[config.mk]
export PLATFORM = sky130hd
export DESIGN_NAME = shift_reg_tx
export DESIGN_NICKNAME = d
export VERILOG_FILES = /design/src/rtl/shift_reg_tx.sv
export SDC_FILE = /design/constraint.sdc
export NUM_CORES = 1
export LEC_CHECK = 0
export ABC_AREA = 1
export BUFFER_PORTS_ARGS = -buffer_cell sky130_fd_sc_hd__buf_2
export CAP_MARGIN = 20
export CORE_UTILIZATION = 55
export CTS_BUF_LIST = sky130_fd_sc_hd__clkbuf_8
export CTS_CLUSTER_SIZE = 24
export DETAILED_ROUTE_END_ITERATION = 10
export PLACE_DENSITY = 0.82
export SETUP_SLACK_MARGIN = 0.02
export SLEW_MARGIN = 20
export SYNTH_ARGS = -nofsm -noshare
export SYNTH_HDL_FRONTEND = slang
export SYNTH_SLANG_ARGS = --single-unit
[constraint.sdc]
create_clock -name clk -period 2 [get_ports clk]
set_clock_uncertainty 0.1 [all_clocks]
set_input_delay 0.2 -clock clk [delete_from_list [all_inputs] [get_ports clk]]
set_output_delay 0.2 -clock clk [all_outputs]
set_load 0.03 [all_outputs]
[src/rtl/shift_reg_tx.sv]
// rtl/shift_reg_tx.sv - parallel-to-serial frame transmitter (start, LSB-first data, optional parity, stop)
// Optional feature macro: SHIFT_REG_TX_PARITY_EN (adds an even-parity bit before the stop bit)
module shift_reg_tx #(
    parameter int W = 8
) (
    input  logic         clk,
    input  logic         reset,
    input  logic         in_val,
    output logic         in_rdy,
    input  logic [W-1:0] in_data,
    output logic         out_bit,
    output logic         out_busy,
    output logic         done
);

    localparam int CW = $clog2(W + 1);
    // Counter holds the number of data bits still to send after the one going out now.
    localparam logic [CW-1:0] CNT_LOAD = CW'(W - 1);

    typedef enum logic [2:0] {
        IDLE   = 3'd0,
        START  = 3'd1,
        DATA   = 3'd2,
`ifdef SHIFT_REG_TX_PARITY_EN
        PARITY = 3'd4,
`endif
        STOP   = 3'd3
    } state_t;

    state_t        state_q;
    logic [W-1:0]  shreg_q;
    logic [CW-1:0] cnt_q;
    logic          out_bit_q;
    logic          busy_q;
    logic          done_q;
`ifdef SHIFT_REG_TX_PARITY_EN
    logic          parity_q;
`endif
    logic          accept;

    // A new word is taken only when idle or on the stop bit, so frames chain with no gap.
    assign in_rdy   = (state_q == IDLE) || (state_q == STOP);
    assign accept   = in_val && in_rdy;
    assign out_bit  = out_bit_q;
    assign out_busy = busy_q;
    assign done     = done_q;

    // Frame sequencer: state, shift register, bit counter and registered line outputs.
    always_ff @(posedge clk or posedge reset) begin
        if (reset) begin
            state_q   <= IDLE;
            shreg_q   <= '0;
            cnt_q     <= '0;
            out_bit_q <= 1'b1;
            busy_q    <= 1'b0;
            done_q    <= 1'b0;
`ifdef SHIFT_REG_TX_PARITY_EN
            parity_q  <= 1'b0;
`endif
        end else begin
            done_q <= 1'b0;
            case (state_q)
                IDLE, STOP: begin
                    if (accept) begin
                        state_q   <= START;
                        shreg_q   <= in_data;
`ifdef SHIFT_REG_TX_PARITY_EN
                        // Parity is taken from the captured word because the data bits are shifted out.
                        parity_q  <= ^in_data;
`endif
                        out_bit_q <= 1'b0;
                        busy_q    <= 1'b1;
                    end else begin
                        state_q   <= IDLE;
                        out_bit_q <= 1'b1;
                        busy_q    <= 1'b0;
                    end
                end
                START: begin
                    state_q   <= DATA;
                    out_bit_q <= shreg_q[0];
                    shreg_q   <= shreg_q >> 1;
                    cnt_q     <= CNT_LOAD;
                end
                DATA: begin
                    if (cnt_q == '0) begin
`ifdef SHIFT_REG_TX_PARITY_EN
                        state_q   <= PARITY;
                        out_bit_q <= parity_q;
`else
                        state_q   <= STOP;
                        out_bit_q <= 1'b1;
                        done_q    <= 1'b1;
`endif
                    end else begin
                        out_bit_q <= shreg_q[0];
                        shreg_q   <= shreg_q >> 1;
                        cnt_q     <= cnt_q - CW'(1);
                    end
                end
`ifdef SHIFT_REG_TX_PARITY_EN
                PARITY: begin
                    state_q   <= STOP;
                    out_bit_q <= 1'b1;
                    done_q    <= 1'b1;
                end
`endif
                default: begin
                    state_q   <= IDLE;
                    out_bit_q <= 1'b1;
                    busy_q    <= 1'b0;
                end
            endcase
        end
    end

endmodule

# == After elaboration in Yosys (flattened, before gate mapping) ==
# Cells that the tools add are included.
# Widths: inputs -> output; s select.
# totals
reg_bits,18
# op_classes
addsub,1
eq_ne,6
muxes,15
n_reduce_logical,10
# ops
operator,n
$pmux 8 s3,1
$mux 8,2
$pmux 3 s3,1
$pmux 4 s2,1
$eq 3x2->1 const B,2
$mux 1,6
$ne 2x2->1 const B,3
$logic_not 4->1,1
$mux 4,1
$reduce_or 2->1,2
$sub 4x1->4 const B,1
$eq 3x1->1 const B,1
$logic_not 3->1,1
$mux 3,1
$pmux 1 s3,1
$reduce_and 3->1,1
$reduce_bool 3->1,1
$pmux 1 s2,1
$reduce_and 2->1,1
$reduce_bool 2->1,1
$logic_and 1x1->1,1
$logic_or 1x1->1,1

# == Logic depth before layout (Yosys ltp) ==
# depth
depth_word,5
mapped_depth,8
mapped_depth_nobuf,7

# == Worst setup path after synthesis ==
# No wires, ideal clock.
# synth_timing
path_type,register to register
from,register state_q[1]
to,register shreg_q[0]
setup_time_ns,0.127
t_arrival_ns,1.506
required_time_ns,1.773
slack_ns,0.267
stages_incl_launch_ff,7
n_path_buf,1
synth_period_minus_slack_ns,1.733
path_cell_list,dfrtp_1 ha_1 inv_2 or2_4 nand2_4 buf_6 o21ai_0
# synth_between
elab_chain_cells,5
elab_cells_between_ends,12
# synth_lines
item,line,text
start: declaration,30,state_t state_q;
start signal: assignment,51,state_q <= IDLE;
start signal: assignment,65,state_q <= START;
start signal: assignment,74,state_q <= IDLE;
$eq 3x2->1 or $logic_not 3->1 (tied branches),42,assign in_rdy = (state_q == IDLE) || (state_q == STOP);
$logic_or 1x1->1 (*),42,
net in_rdy,9,"output logic in_rdy,"
$logic_and 1x1->1 (*),43,assign accept = in_val && in_rdy;
$ne 2x2->1 (no source line) (*),--,
$reduce_and 3->1 (no source line) (*),--,
end signal: assignment,66,shreg_q <= in_data;
end signal: assignment,82,shreg_q <= shreg_q >> 1;
end signal: assignment,97,shreg_q <= shreg_q >> 1;
end: declaration,31,logic [W-1:0] shreg_q;
# The timed path passes the listed nets; every way through them passes the cells marked *.
# A chain may end at the register's enable or synchronous reset.

# == Worst setup path after layout ==
# layout_timing
from,register state_q[0]
to,output port in_rdy
# layout_between
elab_chain_cells,2
elab_cells_between_ends,3
# layout_lines
item,line
$eq 3x2->1 or $logic_not 3->1 (tied branches),42
$logic_or 1x1->1 (*),42
end: declaration,9
# Mark *: on every way between the ends. The rest lies on a longest branch, timed or not.

==> qor.json <==
{
  "finalNonFillerCells": {"value": 132},
  "core_area": {"value": 0.00137, "unit": "mm²"},
  "ir_worst_vdd": {"value": 0.00134, "unit": "V"},
  "route.antenna.remaining_nets": {"value": 0},
  "crit_cells": {"value": 4},
  "totalNegativeSetupSlack": {"value": 0, "unit": "ps"},
  "post-synth-top-area-fraction": {"value": 0.470},
  "drtPass1Iterations": {"value": 4},
  "worst_hold_path.num_cells": {"value": 3},
  "ioPinCount": {"value": 15},
  "critical_path.top_delay_family": {"value": "buffers and inverters"},
  "worst-path-max-fanout": {"value": 9},
  "setup_repair_after_global_routing_missed_its_margin": {"value": "no"},
  "ys.warnings.count": {"value": 0},
  "pre_cts_slack": {"value": 359, "unit": "ps"},
  "syn-num-nets": {"value": 114},
  "synth_compound_gate_area_share": {"value": 0.129},
  "setup.worst_path.start_class": {"value": "flop"},
  "port_buffers": {"value": 14},
  "clock_sink_count": {"value": 17},
  "synth_simple_gate_area_frac": {"value": 0.253},
  "timing.final.crit_period": {"value": 1740, "unit": "ps"},
  "layout_setup_ws": {"value": 257, "unit": "ps"},
  "clk_pin_slew": {"value": 60, "unit": "ps"},
  "netlist_top_cells_area": {"value": "dfrtp_1, nand2_1, o21ai_0, or2_2, ha_1"},
  "power-per-cell-area": {"value": 1910, "unit": "mW/mm²"},
  "post-route-drc-count": {"value": 0},
  "h-tree-depth": {"value": 1},
  "timing.fmax": {"value": 574, "unit": "MHz"},
  "cts-buffers-inserted": {"value": 3},
  "crit_path_buffers_inverters": {"value": 3},
  "overflow": {"value": 0},
  "critical_path.slowest_cell": {"value": "ha_1"},
  "most_common_cell_after_layout_fill_and_taps_aside": {"value": "nand2_1"},
  "drt-vias-per-instance": {"value": 5.20},
  "synth_cell_types": {"value": 19},
  "worst_hold_path_type": {"value": "in -> reg"},
  "final_layout_size_suffix_gt1_frac": {"value": 0.265},
  "endpoint_kind_of_the_worst_setup_timing_path": {"value": "output pin"},
  "seq_area_frac_synth": {"value": 0.501},
  "synth-seq-cells": {"value": 17},
  "synth_area_in_adders": {"value": 0.0441},
  "place.gp.congestion": {"value": 0.771},
  "synth_top_cell_by_area": {"value": "dfrtp_1"},
  "synth.cell_area": {"value": 852, "unit": "µm²"},
  "post_cts_buffers": {"value": 0},
  "max_slew_margin": {"value": 0.600},
  "flow.area_growth_from_synthesis": {"value": 15.3, "unit": "%"},
  "syn_inst": {"value": 100},
  "worstSetupPathType": {"value": "reg -> out"},
  "finalNetCount": {"value": 132},
  "first_pass_grt_wire_length": {"value": 2390, "unit": "µm"},
  "finalWirelength": {"value": 1450, "unit": "µm"},
  "die_w": {"value": 41.4, "unit": "µm"},
  "timing.max_cap.violations": {"value": 0},
  "mostFrequentLayoutCells": {"value": "nand2_1, dfrtp_1, o21ai_0, buf_2, inv_1"},
  "post_synth_xor_area_fraction": {"value": 0},
  "clock_path_buffers": {"value": 2},
  "syn_area_per_cell": {"value": 8.52, "unit": "µm²"},
  "effective_utilization_at_floorplan": {"value": 0.624},
  "design.die.area": {"value": 0.00171, "unit": "mm²"},
  "clock_tree.root_cell": {"value": "clkbuf_8"},
  "antenna_found_initial": {"value": 0},
  "slowest_delay": {"value": 400, "unit": "ps"},
  "leakage": {"value": 0.534, "unit": "nW"},
  "grt_pass1_vias": {"value": 567},
  "clk-insertion-delay-late": {"value": 250, "unit": "ps"},
  "worstPathCellList": {"value": "inv_1, ha_1, buf_4, buf_2"},
  "overall_via_count_from_detail_route": {"value": 687},
  "grtUsageTotal": {"value": 0.224},
  "slew_violations": {"value": 0},
  "cts_tree": {"value": "built"},
  "place_inst": {"value": 127},
  "cts_repair_resize_count": {"value": 0},
  "timing_worst_slew_pin_value": {"value": 600, "unit": "ps"},
  "initial_drt_markers": {"value": 19},
  "crit_arrival": {"value": 1440, "unit": "ps"},
  "outcome": {"value": "finished, final reports clean"},
  "muxShareOfSynthArea": {"value": 0},
  "finalHoldViolCount": {"value": 0},
  "final.period_utilization": {"value": 0.871},
  "dieHeight": {"value": 41.4, "unit": "µm"},
  "antenna_cells_inserted": {"value": 0},
  "synth_top_family_by_area": {"value": "simple AND/OR/NAND/NOR gates"},
  "final_number_of_setup_violating_endpoints": {"value": 0},
  "std_cell_rows": {"value": 13},
  "reg2reg_depth": {"value": 6},
  "wire_length_per_cell_after_detailed_routing": {"value": 11.0, "unit": "µm"},
  "crit_required": {"value": 1700, "unit": "ps"},
  "maximum_number_of_pins_on_one_net_before_global_route_repair": {"value": 18}
}
==> per-stage QoR <==
stage	cell area [µm²]	util	total power, W	hold slack (ps)
after floorplan	852	-	0.00143	25.3
after global placement	927	0.679	0.00160	187
after detailed placement	927	0.679	0.00163	195
after CTS	982	0.719	0.00189	101
after global routing	982	0.719	0.00210	123
final	982	0.719	0.00188	104
==> cells in the mapped netlist, drive strengths merged <==
cell type   n
inv        11
o21a        1
dfstp       1
nand3       4
buf         3
o21ai      17
ha          3
nand4       1
a21oi       2
dfrtp      16
nand2      30
or2         9
nor2        1
o21bai      1
==> layer usage <==
layer	track usage	wire, µm	up-vias
li1	-	-	352
met3	0.0638	66	2
met1	0.318	729	316
met4	0.121	16	0
met5	0	0	-
met2	0.305	638	17
==> report_power, final <==
group | switching [W] | internal (W)
clock | 0.000113 | 0.000136
sequential | 0.0000923 | 0.000530
combinational | 0.000618 | 0.000391
total | 0.000824 | 0.00106
==> final cells by class <==
| type | count | area [µm²] |
|---|---|---|
| clock buffers | 3 | 41.3 |
| flip-flops and latches | 17 | 427 |
| multi-input cells | 69 | 363 |
| repair buffers | 16 | 87.6 |
| clock inverters | 1 | 3.75 |
| inverters | 11 | 41.3 |
| well taps | 15 | 18.8 |
| fillers | 114 | 384 |
==> cell families after synthesis <==
group,Yosys count
AO/OA/AOI/OAI,21
adder cells (fa/ha/maj),3
buffers and inverters,14
flip-flops,17
AND/OR/NAND/NOR,45
==> final timing paths <==
| check | startpoint | endpoint | slack [ps] |
|---|---|---|---|
| min in group asynchronous | reset | done$_DFF_PP0_ | 460 |
| worst max register to register | state_q[0]$_DFFE_PP0P_ | shreg_q[4]$_DFFE_PP0P_ | 340 |
| worst min register to register | shreg_q[5]$_DFFE_PP0P_ | shreg_q[5]$_DFFE_PP0P_ | 380 |
| worst max-delay path | state_q[0]$_DFFE_PP0P_ | in_rdy | 260 |
| worst min-delay path | in_val | out_busy$_DFFE_PP0P_ | 100 |
| max in group asynchronous | reset | shreg_q[4]$_DFFE_PP0P_ | 950 |
==> worst min-delay path, stage by stage <==
cell     delay [ps]
buf_2           100
nand2_1          50
nand2_1          60
==> sequential cells by signal (all words and copies together) (netlist names) <==
| register | count |
|---|---|
| done | 1 |
| out_busy | 1 |
| state_q | 2 |
| shreg_q | 8 |
| out_bit | 1 |
| cnt_q | 4 |
==> repair_timing <==
item	CTS	global route
endpoints found under the setup margin	0	0
endpoints found under the hold margin	16	0
hold buffers	1	0
No activity file was read; power rests on OpenSTA's default activity.
